### src/rtl/vm2413_pkg.sv
// Shared VM2413 types used by the feedback store controller.
package vm2413;

  typedef logic signed [9:0] SIGNED_LI_TYPE;

  localparam int unsigned FB_NCH = 9;

  typedef struct packed {
    logic [3:0]    ch;
    SIGNED_LI_TYPE data;
  } fb_wr_t;

endpackage

### src/rtl/fb_wr_fifo.sv
// Write queue for the feedback store: shift FIFO (index 0 = head) with a
// combinational channel-match port used for read bypass.
module fb_wr_fifo
  import vm2413::*;
#(
  parameter int unsigned Depth = 2
) (
  input  logic          clk,
  input  logic          reset_n,
  input  logic          flush,
  input  logic          push,
  input  fb_wr_t        push_entry,
  input  logic          pop,
  output logic          full,
  output logic          empty,
  output fb_wr_t        head,
  input  logic [3:0]    match_ch,
  output logic          match_hit,
  output SIGNED_LI_TYPE match_data
);

  localparam int unsigned CW = $clog2(Depth + 1);

  fb_wr_t         entries_q [Depth];
  fb_wr_t         entries_d [Depth];
  logic [CW-1:0]  count_q, count_d;

  assign full  = (count_q == CW'(Depth));
  assign empty = (count_q == '0);
  assign head  = entries_q[0];

  always_comb begin
    entries_d = entries_q;
    count_d   = count_q;
    if (pop && !empty) begin
      for (int i = 0; i < int'(Depth) - 1; i++) begin
        entries_d[i] = entries_q[i + 1];
      end
      count_d = count_d - 1'b1;
    end
    if (push && (count_d != CW'(Depth))) begin
      for (int i = 0; i < int'(Depth); i++) begin
        if (count_d == CW'(i)) entries_d[i] = push_entry;
      end
      count_d = count_d + 1'b1;
    end
    if (flush) count_d = '0;
  end

  // Later (younger) entries override earlier ones, so the newest match wins.
  always_comb begin
    match_hit  = 1'b0;
    match_data = '0;
    for (int i = 0; i < int'(Depth); i++) begin
      if ((CW'(i) < count_q) && (entries_q[i].ch == match_ch)) begin
        match_hit  = 1'b1;
        match_data = entries_q[i].data;
      end
    end
  end

  always_ff @(posedge clk or negedge reset_n) begin
    if (!reset_n) begin
      count_q <= '0;
      for (int i = 0; i < int'(Depth); i++) entries_q[i] <= '0;
    end else begin
      count_q   <= count_d;
      entries_q <= entries_d;
    end
  end

endmodule

### src/rtl/feedback_mem_ctrl.sv
// Per-channel feedback store controller: zero-fill sweep, read/write
// arbitration with a bypassing write queue and a write-starvation limit.
module feedback_mem_ctrl
  import vm2413::*;
#(
  parameter int unsigned NCH        = FB_NCH,
  parameter int unsigned DW         = $bits(SIGNED_LI_TYPE),
  parameter int unsigned WQ_DEPTH   = 2,
  parameter int unsigned STARVE_MAX = 2
) (
  input  logic          clk,
  input  logic          reset_n,
  input  logic          clr,
  output logic          busy,
  input  logic          rd_req,
  input  logic [3:0]    rd_ch,
  output logic          rd_ready,
  output logic          rd_valid,
  output logic [DW-1:0] rd_data,
  input  logic          wr_req,
  input  logic [3:0]    wr_ch,
  input  logic [DW-1:0] wr_data,
  output logic          wr_ack,
  output logic          mem_en,
  output logic          mem_we,
  output logic [3:0]    mem_addr,
  output logic [DW-1:0] mem_wdata,
  input  logic [DW-1:0] mem_rdata
);

  localparam int unsigned SW = $clog2(STARVE_MAX + 1);

  typedef enum logic [0:0] {StInit, StRun} state_e;

  state_e        state_q, state_d;
  logic [3:0]    ptr_q, ptr_d;
  logic [SW-1:0] starve_q, starve_d;

  logic          fifo_full, fifo_empty, fifo_push, fifo_flush, fifo_hit;
  fb_wr_t        fifo_head, push_entry;
  SIGNED_LI_TYPE fifo_hit_data;

  logic          rd_grant, wr_grant, rd_in_range, wr_in_range, run;
  logic          p1_valid_q, p1_hit_q, rd_valid_q;
  logic [DW-1:0] p1_data_q, rd_data_q;

  assign run         = (state_q == StRun);
  assign busy        = (state_q == StInit);
  assign rd_in_range = ({1'b0, rd_ch} < 5'(NCH));
  assign wr_in_range = ({1'b0, wr_ch} < 5'(NCH));
  assign rd_ready    = run && !(fifo_full && (starve_q >= SW'(STARVE_MAX)));
  assign wr_ack      = run && !fifo_full;
  assign push_entry  = '{ch: wr_ch, data: SIGNED_LI_TYPE'(wr_data)};
  assign rd_valid    = rd_valid_q;
  assign rd_data     = rd_data_q;

  fb_wr_fifo #(
    .Depth(WQ_DEPTH)
  ) u_wr_fifo (
    .clk       (clk),
    .reset_n   (reset_n),
    .flush     (fifo_flush),
    .push      (fifo_push),
    .push_entry(push_entry),
    .pop       (wr_grant),
    .full      (fifo_full),
    .empty     (fifo_empty),
    .head      (fifo_head),
    .match_ch  (rd_ch),
    .match_hit (fifo_hit),
    .match_data(fifo_hit_data)
  );

  always_comb begin
    state_d    = state_q;
    ptr_d      = ptr_q;
    starve_d   = starve_q;
    rd_grant   = 1'b0;
    wr_grant   = 1'b0;
    fifo_push  = 1'b0;
    fifo_flush = 1'b0;
    mem_en     = 1'b0;
    mem_we     = 1'b0;
    mem_addr   = '0;
    mem_wdata  = '0;
    unique case (state_q)
      StInit: begin
        mem_en   = 1'b1;
        mem_we   = 1'b1;
        mem_addr = ptr_q;
        ptr_d    = ptr_q + 4'd1;
        if (ptr_q == 4'(NCH - 1)) begin
          state_d = StRun;
          ptr_d   = '0;
        end
        if (clr) begin
          state_d = StInit;
          ptr_d   = '0;
        end
      end
      StRun: begin
        if (clr) begin
          state_d    = StInit;
          ptr_d      = '0;
          fifo_flush = 1'b1;
          starve_d   = '0;
        end else begin
          rd_grant  = rd_req && rd_ready;
          wr_grant  = !rd_grant && !fifo_empty;
          // Out-of-range writes are acknowledged but never queued.
          fifo_push = wr_req && wr_ack && wr_in_range;
          if (rd_grant && rd_in_range) begin
            mem_en   = 1'b1;
            mem_addr = rd_ch;
          end else if (wr_grant) begin
            mem_en    = 1'b1;
            mem_we    = 1'b1;
            mem_addr  = fifo_head.ch;
            mem_wdata = DW'(fifo_head.data);
          end
          if (wr_grant) begin
            starve_d = '0;
          end else if (!fifo_empty && (starve_q < SW'(STARVE_MAX))) begin
            starve_d = starve_q + 1'b1;
          end
        end
      end
      default: state_d = StInit;
    endcase
  end

  always_ff @(posedge clk or negedge reset_n) begin
    if (!reset_n) begin
      state_q  <= StInit;
      ptr_q    <= '0;
      starve_q <= '0;
    end else begin
      state_q  <= state_d;
      ptr_q    <= ptr_d;
      starve_q <= starve_d;
    end
  end

  // Stage 1 captures bypass data at accept; stage 2 picks it or the memory word.
  always_ff @(posedge clk or negedge reset_n) begin
    if (!reset_n) begin
      p1_valid_q <= 1'b0;
      p1_hit_q   <= 1'b0;
      p1_data_q  <= '0;
      rd_valid_q <= 1'b0;
      rd_data_q  <= '0;
    end else begin
      p1_valid_q <= rd_grant;
      if (rd_grant) begin
        p1_hit_q  <= fifo_hit || !rd_in_range;
        p1_data_q <= fifo_hit ? DW'(fifo_hit_data) : '0;
      end
      rd_valid_q <= p1_valid_q && !clr;
      if (p1_valid_q && !clr) begin
        rd_data_q <= p1_hit_q ? p1_data_q : mem_rdata;
      end
    end
  end

endmodule

### config.mk
export PLATFORM = sky130hd
export DESIGN_NAME = feedback_mem_ctrl
export DESIGN_NICKNAME = d
export VERILOG_FILES = /design/src/rtl/vm2413_pkg.sv /design/src/rtl/fb_wr_fifo.sv /design/src/rtl/feedback_mem_ctrl.sv
export SDC_FILE = /design/constraint.sdc
export NUM_CORES = 1
export LEC_CHECK = 0
export ABC_AREA = 1
export BUFFER_PORTS_ARGS = -buffer_cell sky130_fd_sc_hd__buf_2
export CAP_MARGIN = 20
export CELL_PAD_IN_SITES_DETAIL_PLACEMENT = 0
export CELL_PAD_IN_SITES_GLOBAL_PLACEMENT = 1
export CORE_MARGIN = 1
export CORE_UTILIZATION = 40
export DETAILED_ROUTE_END_ITERATION = 12
export GPL_TIMING_DRIVEN = 0
export PLACE_DENSITY = 0.78
export REMOVE_ABC_BUFFERS = 1
export SLEW_MARGIN = 10
export SYNTH_ARGS = -nofsm -noshare
export SYNTH_HDL_FRONTEND = slang
export SYNTH_SLANG_ARGS = --single-unit
### constraint.sdc
create_clock -name clk -period 3.3 [get_ports clk]
set_input_delay 0.66 -clock clk [delete_from_list [all_inputs] [get_ports clk]]
set_output_delay 0.66 -clock clk [all_outputs]
set_load 0.005 [all_outputs]
Word-level counts from Yosys, hierarchy flattened
Cells that the tools add are included.
{ "totals": {"register_bits": 60, "latch_bits": 0, "ram_bits": 0, "romBits": 0, "in_bits": 33, "out_inout_bits": 30, "memories": 0} }
{ "op_classes": {"n_addsub": 4, "multipliers": 0, "div": 0, "magnitude_cmp": 6, "eq_ne": 7, "shifts": 0, "muxes": 47, "n_bitwise": 1, "n_reduce_logical": 26} }
{ "op_table": {"columns": ["op", "count"], "rows": [
  ["$mux 10", 8],
  ["$mux 14", 3],
  ["$mux 28", 1],
  ["$mux 4", 6],
  ["$mux 1", 18],
  ["$pmux 4 s2", 2],
  ["$logic_and 1x1->1", 14],
  ["$mux 2", 6],
  ["$eq 4x4->1", 2],
  ["$lt 4x4->1 const B", 2],
  ["$logic_not 1->1", 6],
  ["$pmux 1 s2", 3],
  ["$add 2x1->2 const B", 2],
  ["$add 4x1->4 const B", 1],
  ["$eq 4x4->1 const B", 1],
  ["$logic_not 2->1", 2],
  ["$lt 1x2->1 const A", 2],
  ["$ne 2x2->1 const B", 2],
  ["$reduce_and 2->1", 2],
  ["$reduce_bool 3->1", 1],
  ["$eq 2x1->1 const B", 1],
  ["$eq 2x2->1 const B", 1],
  ["$ge 2x2->1 const B", 1],
  ["$lt 2x2->1 const B", 1],
  ["other kinds (3)", 3]
]} }

Logic depth before layout (Yosys ltp)
Gate-level depths: netlist (run 1).
{ "depth": {"word_depth": 15, "ltp_mapped": 17, "depth_no_buf": 17} }

By module
Synthesis (run 1) repeated with hierarchy kept, for this count alone.
{ "unflattened": {"cells_unflattened": 477, "area_unflattened_um2": 3508.4} }
{ "modules_own_cells": {"columns": ["module", "instances", "cells_each", "area_each_um2"], "rows": [
  ["fb_wr_fifo", 1, 269, 1903.1],
  ["feedback_mem_ctrl", 1, 208, 1605.3]
]} }

Worst setup path before layout (run 1)
No wires, ideal clock.
{ "synth_path": {"kind": "flip-flop to flip-flop", "start": "reg u_wr_fifo.count_q[0]", "end": "reg u_wr_fifo.entries_q[7] (netlist bit)", "setup_ns": 0.120, "arrival_ns": 2.255, "required_ns": 3.180, "slack_ns": 0.925, "path_stages_with_launch": 17, "n_path_buf": 1, "synth_period_minus_slack_ns": 2.375, "path_cell_list": "dfrtp_1 -> inv_1 -> ha_1 -> o21ai_1 -> nand3_2 -> nand3_2 -> nand2_1 -> nand2_1 -> inv_1 -> ha_1 -> inv_1 -> nand4_4 -> nor2_4 -> nand2_4 -> buf_6 -> nor2_1 -> a21oi_2"} }
{ "synth_via": {"elab_chain_len": 14, "elab_cells_between_ends": 24} }
{ "synth_lines": {"columns": ["element", "line_no", "source"], "rows": [
  ["from (decl)", "fb_wr_fifo.sv:26", "logic [CW-1:0] count_q, count_d;"],
  ["from (signal assigned)", "fb_wr_fifo.sv:67", "count_q <= count_d;"],
  ["$eq 2x2->1", "fb_wr_fifo.sv:28", "assign full = (count_q == CW'(Depth));"],
  ["$logic_and 1x1->1", "feedback_mem_ctrl.sv:51", "assign rd_ready = run && !(fifo_full && (starve_q >= SW'(STARVE_MAX)));"],
  ["$logic_not 1->1", "feedback_mem_ctrl.sv:51", null],
  ["$logic_and 1x1->1", "feedback_mem_ctrl.sv:51", null],
  ["$logic_and 1x1->1", "feedback_mem_ctrl.sv:108", "rd_grant = rd_req && rd_ready;"],
  ["$logic_not 1->1", "feedback_mem_ctrl.sv:109", "wr_grant = !rd_grant && !fifo_empty;"],
  ["$logic_and 1x1->1", "feedback_mem_ctrl.sv:109", null],
  ["$mux 1", "feedback_mem_ctrl.sv:102", "if (clr) begin"],
  ["$mux 1", "feedback_mem_ctrl.sv:86", "unique case (state_q)"],
  ["$logic_and 1x1->1", "fb_wr_fifo.sv:35", "if (pop && !empty) begin"],
  ["$mux 2", "fb_wr_fifo.sv:35", null],
  ["$ne 2x2->1", "fb_wr_fifo.sv:41", "if (push && (count_d != CW'(Depth))) begin"],
  ["$logic_and 1x1->1", "fb_wr_fifo.sv:41", null],
  ["$reduce_and 2->1 (no source line) *", null, null],
  ["to (signal assigned)", "fb_wr_fifo.sv:68", "entries_q <= entries_d;"],
  ["to (decl)", "fb_wr_fifo.sv:24", "fb_wr_t entries_q [Depth];"]
]} }
Mark *: on every way between the ends. The rest lies on a longest branch, timed or not.
A chain may end at the register's enable or synchronous reset.

==> results of run 1 <==
==> synth_stat cells, drive strengths merged <==
library cell,instances,area share
xor2,1,0.0026
nand2,143,0.17
clkbuf,6,0.0071
nor3,2,0.0030
o31ai,1,0.0023
ha,9,0.034
dfrtp,60,0.45
o221ai,2,0.0053
a21oi,12,0.033
nand3b,2,0.0045
and2,1,0.0019
o21bai,1,0.0023
a31oi,12,0.023
buf,11,0.026
inv,55,0.062
xnor2,2,0.0053
nor2,46,0.062
o21ai,24,0.036
nand3,10,0.020
nand4,5,0.014
o211ai,17,0.038
clkinv,1,0.0015
==> per-layer routing <==
metal	track usage	up-vias	wire, um
met5	0	-	0
met4	0.08462	0	125
met3	0.02683	10	262
met2	0.2874	52	3417
met1	0.2510	1281	3732
li1	-	1469	-
==> path summary, 6_finish.rpt <==
kind                                                 from                              to  slack, ps  cells after the start
min                                               reset_n  u_wr_fifo.count_q[1]$_DFF_PN0_        390                      1
max in group asynchronous                         reset_n          rd_data[1]$_DFFE_PN0P_       2400                      1
max                        u_wr_fifo.count_q[0]$_DFF_PN0_     u_wr_fifo.head[0]$_DFF_PN0_        350                     16
min in group clk                 p1_data_q[3]$_DFFE_PN0P_        p1_data_q[3]$_DFFE_PN0P_        480                      2
max reg2reg                u_wr_fifo.count_q[0]$_DFF_PN0_     u_wr_fifo.head[0]$_DFF_PN0_        350                     16
min reg2reg                      p1_data_q[3]$_DFFE_PN0P_        p1_data_q[3]$_DFFE_PN0P_        480                      2
==> worst max-delay path, stage by stage (launching register included) <==
cell and delay (ps):
dfrtp_1 390, inv_1 100, ha_1 240, o21ai_1 120, nand3_2 280, nand3_4 300, nand2_1 70, nand2_1 110
inv_1 70, ha_1 190, inv_1 80, nand4_4 110, nor2_4 230, nand2_4 180, clkinv_2 230, nand2_1 80
nand2_1 80
==> power breakdown <==
group          internal (mW)  switching, mW
Combinational         0.0578         0.0884
Sequential             0.761         0.0192
Clock                  0.542          0.284
==> flip-flops by register name (all words and copies together), names as in the netlist <==
| signal | flops |
|---|---|
| p1_valid_q | 1 |
| p1_hit_q | 1 |
| rd_valid | 1 |
| u_wr_fifo.head | 14 |
| starve_q | 2 |
| p1_data_q | 10 |
| run | 1 |
| ptr_q | 4 |
| rd_data | 10 |
| u_wr_fifo.entries_q | 14 |
| u_wr_fifo.count_q | 2 |
==> logic make-up (layout without fill, tap and decap cells) <==
| kind of cell | count (synthesis) | after routing |
|---|---|---|
| XOR/XNOR | 3 | 3 |
| AO/OA/AOI/OAI | 69 | 69 |
| buffers and inverters | 73 | 135 |
| AND/OR/NAND/NOR | 209 | 211 |
| flip-flops | 60 | 60 |
| adder cells (fa/ha/maj) | 9 | 9 |
==> repair_timing <==
| item | in CTS | in global routing |
|---|---|---|
| gates cloned | 0 | 2 |
| pin swaps | 0 | 1 |
| endpoints found under the hold margin | 0 | 0 |
| setup endpoints to repair | 28 | 26 |
| gates resized for setup | 1 | 0 |
==> per-stage QoR <==
| step | power [mW] | hold slack (ps) |
|---|---|---|
| after global placement | 0.9369 | 465.7 |
| final | 1.753 | 389.2 |
| after CTS | 1.773 | 423.0 |
| after floorplan | 0.8634 | 364.4 |
| after detailed placement | 0.9410 | 465.8 |
| after global routing | 1.835 | 441.4 |
==> area by class of cell <==
class | count | area (um2)
clock buffer | 12 | 155.1
inverter | 56 | 211.5
tap | 102 | 127.6
timing repair buffer | 63 | 320.3
fill | 804 | 3945
clock inverter | 4 | 95.09
sequential | 60 | 1501
multi-input combinational | 292 | 1531
==> metrics.md, run 1 <==
| Metric | Value |
|---|---|
| Flops & latches, synth | 60 |
| Slew @ Worst Pin | roughly 760 ps |
| Setup WS post-layout | 350.5 ps |
| GRT Overall Usage | 0.1836 |
| RSZ-0062 raised after global routing | false |
| Period utilisation layout | 0.8938 |
| Simple logic cell fraction of the synthesized area | 0.2708 |
| Post-DP HPWL | ~5000 um |
| WL per Instance | between 10 and 15 um |
| Critical path type | register to register |
| Number of clock buffers inserted by TritonCTS | 9 |
| Most frequent cells in the layout | 141 x nand2_1, 61 x buf_2, 60 x dfrtp_1 |
| Syn avg cell area | between 7 and 8 um2 |
| DRC errors left | 0 |
| Mapped cell area | between 0.003 and 0.004 mm2 |
| Sequential element share of the synthesized area | 0.4513 |
| Placed insts | 571 |
| Die area | 0.008686 mm2 |
| Ant diodes | 0 |
| Avg Vias per Cell | between 4 and 5 |
| Core box area | around 0.008 mm2 |
| CP required | between 3000 and 4000 ps |
| Placed cell area | approximately 0.0037 mm2 |
| Synth Warn # | 0 |
| Vias in the first global route | 2,597 |
| Cells after Synth | 423 |
| Normalized max-slew margin | 0.4945 |
| IO Port Bufs | 62 |
| Router iterations before antenna repair | 4 |
| Max-slew violation count | 0 |
| Status | complete, no violations |
| CTS max path bufs | 2 |
| Top-Level Pins | 63 |
| Dpl ws | -74.78 ps |
| Final hold viol count | 0 |
| Drt first-iter violations | between 100 and 150 |
| Via Count | 2,812 |
| Final nets | between 500 and 600 |
| Final Cell Area | a little under 0.004 mm2 |
| Largest family of logic cells by synthesized area | simple AND/OR/NAND/NOR gates |
| CP endpoint kind | register |
| Netlist cell types | 34 |
| Power Density | approximately 440 mW/mm2 |
| Leak pwr | 2.085 nW |
| Ratio of cells with drive above 1 in the final layout | 0.2156 |
| Synth Area in XOR/XNOR | 0.007898 |
| Die X | 93.20 um |
| Initial antenna violation count | 0 |
| Row count | 32 |
| Post-CTS Setup Bufs | 0 |
| Max Cap Viol | 0 |
| Worst-skew pair later-pin latency | around 340 ps |
| Mux cell area share after synthesis | 0 |
| H-tree levels | 3 |
| Syn-to-layout area delta | 18.50% |
| Reg clk slew, reported paths | roughly 70 ps |
| Critical Path Fanout Max | 15 |
| Area share of fa/ha/maj cells after synthesis | 0.03385 |
| Total gr overflow | 0 |
| Fin cells | between 500 and 600 |
| CTS root buf | clkbuf_8 |
| Worst Hold Class | input pin to async pin |
| Post-CTS Hold Fix Bufs | 0 |
| First-pass GRT wire length | ~12,000 um |
| CTS tree | done |
| Peak supply drop | about 190 uV |
| Largest net degree at the start of global routing | a little over 60 |
| Initial core utilization | 0.4218 |
| Sink Count | 60 |
| Die height | between 90 and 100 um |
| Crit start category | register |
| Clock Skews | about 10 ps |
| Final setup viols | 0 |
| Post-route ant nets | 0 |
| Crit path arrival time | roughly 3200 ps |
| Final core occ | 0.4998 |
| Minimum clock period | between 2000 and 3000 ps |
| Compound-Gate Fraction of Synth Area | 0.1395 |
| RePlAce Congestion | between 0.7 and 0.8 |
| Peak Freq | between 0.3 and 0.4 GHz |
| Most common cell after layout, fill and taps aside | nand2_1 |
| Final TNS setup | 0 ps |
| Wirelength, routed | between 7000 and 8000 um |
Power figures use the tool's default switching activity.
==> inputs of run 2 (changes only) <==
--- a/config.mk
+++ b/config.mk
@@ -6,12 +6,13 @@
 export NUM_CORES = 1
 export LEC_CHECK = 0
 export ABC_AREA = 1
-export BUFFER_PORTS_ARGS = -buffer_cell sky130_fd_sc_hd__buf_2
+export BUFFER_PORTS_ARGS = -buffer_cell sky130_fd_sc_hd__buf_4
 export CAP_MARGIN = 20
 export CELL_PAD_IN_SITES_DETAIL_PLACEMENT = 0
 export CELL_PAD_IN_SITES_GLOBAL_PLACEMENT = 1
 export CORE_MARGIN = 1
 export CORE_UTILIZATION = 40
+export CTS_BUF_LIST = sky130_fd_sc_hd__clkbuf_4 sky130_fd_sc_hd__clkbuf_8 sky130_fd_sc_hd__clkbuf_16
 export DETAILED_ROUTE_END_ITERATION = 12
 export GPL_TIMING_DRIVEN = 0
 export PLACE_DENSITY = 0.78
==> run 2 against run 1 <==
  * First-iteration DRC count increased by 5.9%
  * Sequential cell count unchanged
  * Combinational power up 13%
  * Power down 4.3%
  * Core utilization is 1.6 points higher
  * Die area is the same
==> metrics.md, run 2 (synthesis results as in run 1) <==
| Metric | Value |
|---|---|
| RR Endpoint | u_wr_fifo.head[6]$_DFF_PN0_ |
| Initial antenna violation count | 0 (unchanged) |
| Crit-path slowest cell | dfrtp_1 |
| Final core occ | 0.5154 (+0.01555) |
| GRT Overall Usage | 0.1835 (about the same) |
| CTS tree | done |
| Peak supply drop | 168.7 uV (-11%) |
| Final setup viols | 0 (unchanged) |
| Vias in the first global route | 2,535 (-2.4%) |
| Peak Freq | 0.3385 GHz (-0.16%) |
| Post-DP HPWL | 5166 um (+2.4%) |
| Syn-to-layout area delta | 22.19% |
| Power Density | 412.6 mW/mm2 (-7.2%) |
| Reg clk slew, reported paths | 70 ps (about the same) |
| Slew @ Worst Pin | 748.7 ps (-9.525 ps) |
| CP required | 3570 ps (about the same) |
| Row count | 32 (unchanged) |
| Filler instances | 784 (-2.5%) |
| Minimum clock period | 2954 ps (+4.864 ps) |
| Worst-skew pair later-pin latency | 340 ps (about the same) |
| Largest net degree at the start of global routing | 61 (unchanged) |
| Worst r2r src | u_wr_fifo.count_q[0]$_DFF_PN0_ |
| Pwr Total | 1.677 mW (-4.3%) |
| Cell mode on critical path | nand2_1 |
| Final hold viol count | 0 (unchanged) |
| Ratio of cells with drive above 1 in the final layout | 0.2177 (+0.002053) |
| Avg Vias per Cell | 4.769 (-0.11%) |
| Number of clock buffers inserted by TritonCTS | 9 (unchanged) |
| DRC errors left | 0 (unchanged) |
| Top-Level Pins | 63 (unchanged) |
| Die X | 93.20 um (unchanged) |
| Critical path type | register to register |
| Most common cell after layout, fill and taps aside | nand2_1 |
| RePlAce Congestion | 0.7744 (+0.58%) |
| Max-slew violation count | 0 (unchanged) |
| Crit start category | register |
| RSZ-0062 raised after global routing | false |
| Period utilisation layout | 0.8953 (+0.001474) |
| Normalized max-slew margin | 0.5009 (+0.006350) |
| Met2 usage | 0.2788 (-0.008578) |
| R2r setup slk | 350 ps (about the same) |
| Worst R2R Path Depth | 16 (unchanged) |
| Sink Count | 60 (unchanged) |
| Crit path arrival time | 3230 ps (about the same) |
| CTS root buf | clkbuf_8 |
| CP endpoint kind | register |
| Wirelength, routed | 7624 um (+1.2%) |
| Post-route ant nets | 0 (unchanged) |
| Fin cells | 589 (unchanged) |
| Clock Skews | 10.52 ps (+0.07860 ps) |
| Placed insts | 571 (unchanged) |
| Initial core utilization | 0.4218 (unchanged) |
| Via Count | 2,809 (-0.11%) |
| IO Port Bufs | 62 (unchanged) |
| GR peak layer | met2 |
| H-tree levels | 3 (unchanged) |
| Total gr overflow | 0 (unchanged) |
| Core box area | 0.007888 mm2 (unchanged) |
| CTS max path bufs | 2 (unchanged) |
| WHS | 385.3 ps (-3.845 ps) |
| Die height | 93.20 um (unchanged) |
| Final nets | 524 (unchanged) |
| Final Cell Area | 0.004065 mm2 (+3.1%) |
| Leak pwr | 2.115 nW (+1.4%) |
| Drt first-iter violations | 144 (+5.9%) |
| Critical Path Fanout Max | 15 (unchanged) |
| Cell breakdown of the critical path | inv_1 -> ha_1 -> o21ai_1 -> nand3_2 -> nand3_4 -> nand2_1 -> nand2_1 -> inv_1 -> ha_1 -> inv_1 -> nand4_4 -> nor2_4 -> nand2_4 -> clkinv_2 -> nand2_1 -> nand2_1 |
| Most frequent cells in the layout | 141 x nand2_1, 63 x buf_4, 60 x dfrtp_1 |
| Die area | 0.008686 mm2 (unchanged) |
| Met1 Usage GRT | 0.2586 (+0.007561) |
| First-pass GRT wire length | 12,250 um (-0.67%) |
| Met3 GRT Util | 0.03089 (+0.004065) |
| Worst Hold Class | input pin to async pin |
| Router iterations before antenna repair | 4 (unchanged) |
| Max Cap Viol | 0 (unchanged) |
| WL per Instance | 12.94 um (+1.2%) |
| Status | complete, no violations |
| Max incr delay on CP | 390 ps (about the same) |
| Placed cell area | 0.003817 mm2 (+4.2%) |
| Ant diodes | 0 (unchanged) |
| Post-CTS Setup Bufs | 0 (unchanged) |
==> run 2: report_power, final <==
part	leakage [nW]	switching, mW	internal (mW)	total (mW)
sequential	0.685	0.0201	0.761	0.781
clock	0.116	0.281	0.450	0.731
combinational	1.31	0.0883	0.0764	0.165
==> run 2: metal layers <==
| metal | share of wire | vias to the layer above |
|---|---|---|
| met4 | 0.017 | 0 |
| met5 | 0 | - |
| li1 | - | 1468 |
| met3 | 0.030 | 12 |
| met2 | 0.46 | 53 |
| met1 | 0.50 | 1276 |
==> run 2: metrics by stage <==
stage	TNS, ps	setup slack [ps]
6_report	0	345.6
5_1_grt	0	52.30
4_1_cts	0	248.3
3_5_place_dp	-697.8	-38.59
3_3_place_gp	-347.9	-34.58
2_1_floorplan	0	530.4
==> run 2: how the worst max path moves through the flow <==
stage                                               from                            endpoint  slack (ps)  depth (start not counted)
after floorplan           u_wr_fifo.count_q[0]$_DFF_PN0_  u_wr_fifo.entries_q[0]$_DFFE_PN0P_         530                         14
after global placement                               clr        u_wr_fifo.head[13]$_DFF_PN0_         -30                         13
after detailed placement                             clr         u_wr_fifo.head[0]$_DFF_PN0_         -40                         13
after CTS                 u_wr_fifo.count_q[0]$_DFF_PN0_         u_wr_fifo.head[0]$_DFF_PN0_         250                         16
after global routing      u_wr_fifo.count_q[0]$_DFF_PN0_  u_wr_fifo.entries_q[4]$_DFFE_PN0P_          50                         15
final                     u_wr_fifo.count_q[0]$_DFF_PN0_         u_wr_fifo.head[6]$_DFF_PN0_         350                         16
==> run 2: critical path: cells and delay by family, from the launching register on <==
family / cells / cell delay, ps
buf+inv: 4 / 470
compound gates: 1 / 130
simple gates: 9 / 1450
fa+ha+maj: 2 / 430
flops: 1 / 390
==> run 2: area by class of cell <==
cell class | instances | area [um2] | share of cell area
inverters | 56 | 211.5 | 0.05202
multi-input cells | 292 | 1531 | 0.3767
flip-flops and latches | 60 | 1501 | 0.3693
repair buffers | 63 | 473.0 | 0.1163
clock inverters | 5 | 75.07 | 0.01847
well taps | 102 | 127.6 | 0.03139
clock buffers | 11 | 145.1 | 0.03570
==> run 2: what timing repair did <==
| item | 4_1_cts | 5_1_grt |
|---|---|---|
| endpoints found under the hold margin | 0 | 0 |
| pin swaps | 0 | 1 |
| cloned | 0 | 2 |
| gates resized for setup | 1 | 0 |
| setup endpoints to repair | 28 | 27 |
| hold buffers | 0 | 0 |
==> inputs of run 3 (changes only) <==
--- a/config.mk
+++ b/config.mk
@@ -5,7 +5,7 @@
 export SDC_FILE = /design/constraint.sdc
 export NUM_CORES = 1
 export LEC_CHECK = 0
-export ABC_AREA = 1
+export ABC_AREA = 0
 export BUFFER_PORTS_ARGS = -buffer_cell sky130_fd_sc_hd__buf_4
 export CAP_MARGIN = 20
 export CELL_PAD_IN_SITES_DETAIL_PLACEMENT = 0
@@ -15,7 +15,7 @@
 export CTS_BUF_LIST = sky130_fd_sc_hd__clkbuf_4 sky130_fd_sc_hd__clkbuf_8 sky130_fd_sc_hd__clkbuf_16
 export DETAILED_ROUTE_END_ITERATION = 12
 export GPL_TIMING_DRIVEN = 0
-export PLACE_DENSITY = 0.78
+export PLACE_DENSITY = 0.75
 export REMOVE_ABC_BUFFERS = 1
 export SLEW_MARGIN = 10
 export SYNTH_ARGS = -nofsm -noshare
==> run 3 against run 2 <==
  * Clock skew decreased by 2.7 ps
  * Setup slack worse by 160 ps
  * Critical endpoint is now u_wr_fifo.entries_q[6]$_DFFE_PN0P_
  * Power decreased by 2.8%
  * Cell count decreased by 20%
==> metrics.md, run 3 <==
| Metric | Value |
|---|---|
| Number of clock buffers inserted by TritonCTS | 9 (unchanged) |
| Worst-skew pair later-pin latency | 320 ps (-20 ps) |
| IO Port Bufs | 62 (unchanged) |
| Setup WS post-layout | 182.2 ps (-163.4 ps) |
| RR Endpoint | u_wr_fifo.entries_q[6]$_DFFE_PN0P_ |
| Max Cap Viol | 0 (unchanged) |
| Yosys top cell by area | dfrtp_1 |
| CTS tree | done |
| Crit path arrival time | 3330 ps (+100 ps) |
| Crit-path slowest cell | dfrtp_1 |
| Avg Vias per Cell | 4.966 (+4.1%) |
| Vias in the first global route | 2,172 (-14%) |
| Flops & latches, synth | 60 (unchanged) |
| CTS root buf | clkbuf_8 |
| Die area | 0.007989 mm2 (-8.0%) |
| Initial core utilization | 0.4166 (-0.005172) |
| Leak pwr | 1.839 nW (-13%) |
| Syn-to-layout area delta | 24.17% |
| Crit start category | register |
| Wirelength, routed | 6903 um (-9.5%) |
| Mapped cell area | 0.003054 mm2 (-8.2%) |
| Post-route ant nets | 0 (unchanged) |
| CP bufs+invs | 2 (-2) |
| Top FF cell, synth | dfrtp_1 |
| Delay-heaviest family, CP | multiplexers |
| RSZ-0062 raised after global routing | true |
| Minimum clock period | 3118 ps (+163.4 ps) |
| Final Cell Area | 0.003792 mm2 (-6.7%) |
| Total gr overflow | 0 (unchanged) |
| Reg clk slew, reported paths | 60 ps (about the same) |
| Most common cell after layout, fill and taps aside | buf_4 |
| Status | complete, no violations |
| Cell breakdown of the critical path | inv_1 -> ha_1 -> o21ai_2 -> a2111oi_4 -> buf_6 -> mux2i_1 -> ha_1 -> nor2_1 -> and4_1 -> nand2_2 -> mux2_2 |
| Post-DP HPWL | 4837 um (-6.4%) |
| Ratio of cells with drive above 1 in the final layout | 0.2730 (+0.05531) |
| Pwr Total | 1.631 mW (-2.8%) |
| Post-synth EDFFs | 0 (unchanged) |
| Top-Level Pins | 63 (unchanged) |
| Max incr delay on CP | 410 ps (+20 ps) |
| Final setup viols | 0 (unchanged) |
| R2r setup slk | 180 ps (-160 ps) |
| Power Density | 430.0 mW/mm2 (+4.2%) |
| Netlist cell types | 38 (+12%) |
| Core box area | 0.007331 mm2 (-7.1%) |
| CTS max path bufs | 2 (unchanged) |
| Top cell type's share of synthesized area | 0.4916 (+0.04030) |
| Final core occ | 0.5173 (+0.001937) |
| First-pass GRT wire length | 10,920 um (-11%) |
| Filler instances | 677 (-14%) |
| Ant diodes | 0 (unchanged) |
| Period utilisation layout | 0.9448 (+0.04952) |
| Async set-reset flop share out of synthesis | 1.000 (unchanged) |
| Count leader, synth | dfrtp_1 |
| Cell mode on critical path | ha_1 |
| Final hold viol count | 0 (unchanged) |
| Clock Skews | 7.798 ps (-2.723 ps) |
| Final TNS setup | 0 ps (unchanged) |
| GRT Overall Usage | 0.1837 (+0.0002298) |
| Critical path type | register to register |
| Via Count | 2,329 (-17%) |
| Max-slew violation count | 0 (unchanged) |
| Largest net degree at the start of global routing | 61 (unchanged) |
| Peak supply drop | 202.1 uV (+20%) |
| Worst r2r src | u_wr_fifo.count_q[0]$_DFF_PN0_ |
| RePlAce Congestion | 0.7800 (+0.72%) |
| Router iterations before antenna repair | 4 (unchanged) |
| Drt first-iter violations | 122 (-15%) |
| Cells after Synth | 307 (-27%) |
| Worst Hold Class | input pin to async pin |
| Post-CTS Hold Fix Bufs | 0 (unchanged) |
| Synth Warn # | 0 (unchanged) |
| Syn avg cell area | 9.948 um2 (+26%) |
| DRC errors left | 0 (unchanged) |
| Most frequent cells in the layout | 63 x buf_4, 59 x dfrtp_1, 44 x nand2_1 |
| Dpl ws | -467.9 ps (-429.3 ps) |
| Die X | 89.38 um (-4.1%) |
| Slew @ Worst Pin | 766.9 ps (+18.28 ps) |
| WL per Instance | 14.72 um (+14%) |
| Normalized max-slew margin | 0.4887 (-0.01218) |
| CP required | 3510 ps (-60 ps) |
| Final nets | 409 (-22%) |
| CP endpoint kind | register |
| Initial antenna violation count | 0 (unchanged) |
| Peak Freq | 0.3207 GHz (-5.2%) |
| H-tree levels | 3 (unchanged) |
| Critical Path Fanout Max | 14 (-1) |
| Sink Count | 60 (unchanged) |
| Placed cell area | 0.003585 mm2 (-6.1%) |
| Worst R2R Path Depth | 11 (-5) |
| Sequential element share of the synthesized area | 0.4916 (+0.04030) |
| Row count | 31 (-3.1%) |
| Top cells by area, synth | dfrtp_1 49%, nand2_1 5.7%, mux2_2 5.2% |
| Die height | 89.38 um (-4.1%) |
| Synth top cells by count | 60 x dfrtp_1, 46 x nand2_1, 28 x nor2_1 |
-- run 3: cell count changes in the layout (fill, tap and decap cells not counted), sizes merged, moves of 4 or more --
cell | before | now
nor2 | 46 | 28
mux2i | 0 | 12
and2 | 1 | 22
inv | 55 | 14
xnor2 | 2 | 7
o211ai | 17 | 0
nand4 | 5 | 1
mux2 | 0 | 14
a221o | 0 | 10
nand3 | 12 | 2
nand2 | 143 | 46
o21ai | 24 | 18
-- run 3: power by group --
group          switching, mW  leakage (nW)  internal, mW  total (mW)
Sequential            0.0285         0.825         0.761       0.789
Clock                  0.260         0.102         0.389       0.649
Combinational          0.101         0.912        0.0924       0.193
Total                  0.389          1.84          1.24        1.63
-- run 3: kinds of logic (layout without fill, tap and decap cells) --
logic type / count (synthesis) / count (layout) / share of synthesized area
xor+xnor: 10 / 10 / 0.02868
buf+inv: 30 / 93 / 0.04383
flops: 60 / 60 / 0.4916
simple gates: 111 / 111 / 0.1692
mux: 26 / 26 / 0.09095
compound gates: 61 / 61 / 0.1389
fa+ha+maj: 9 / 9 / 0.03687
-- run 3: how the worst max path moves through the flow --
stage,startpoint,endpoint,slack [ps],depth (start not counted)
floorplan,u_wr_fifo.count_q[0]$_DFF_PN0_,u_wr_fifo.head[0]$_DFF_PN0_,-80,11
global placement,u_wr_fifo.count_q[0]$_DFF_PN0_,u_wr_fifo.head[8]$_DFF_PN0_,-1130,11
detailed placement,u_wr_fifo.count_q[0]$_DFF_PN0_,u_wr_fifo.head[8]$_DFF_PN0_,-470,11
CTS,run$_DFF_PN0_,u_wr_fifo.entries_q[11]$_DFFE_PN0P_,140,9
global route,u_wr_fifo.count_q[0]$_DFF_PN0_,u_wr_fifo.head[2]$_DFF_PN0_,-50,12
finish,u_wr_fifo.count_q[0]$_DFF_PN0_,u_wr_fifo.entries_q[6]$_DFFE_PN0P_,180,11
-- run 3: routing by layer --
layer	global-route usage	routed length, um	vias up
met5	0	0	-
li1	-	-	1178
met3	0.02955	197	4
met4	0.06926	44	0
met2	0.2686	3124	44
met1	0.2728	3536	1103
-- run 3: area by class of cell --
type,count,area (um2),share of cell area
inverter,14,52.55,0.01386
tap,99,123.9,0.03266
sequential,60,1503,0.3962
clock inverter,2,35.03,0.009238
multi-input combinational,217,1424,0.3755
clock buffer,12,158.9,0.04190
timing repair buffer,65,495.5,0.1306
-- run 3: timing repair --
action                                  CTS  global route
cloned                                    0             0
gates resized for setup                   2             1
endpoints found under the setup margin   28            29
buffers inserted                          1             0
pin swaps                                 1             0
-- run 3: stage by stage --
step	hold slack, ps	cells
2_1_floorplan	364.4	291
3_3_place_gp	463.1	452
3_5_place_dp	473.1	454
4_1_cts	438.7	469
5_1_grt	466.1	469
6_report	399.3	469
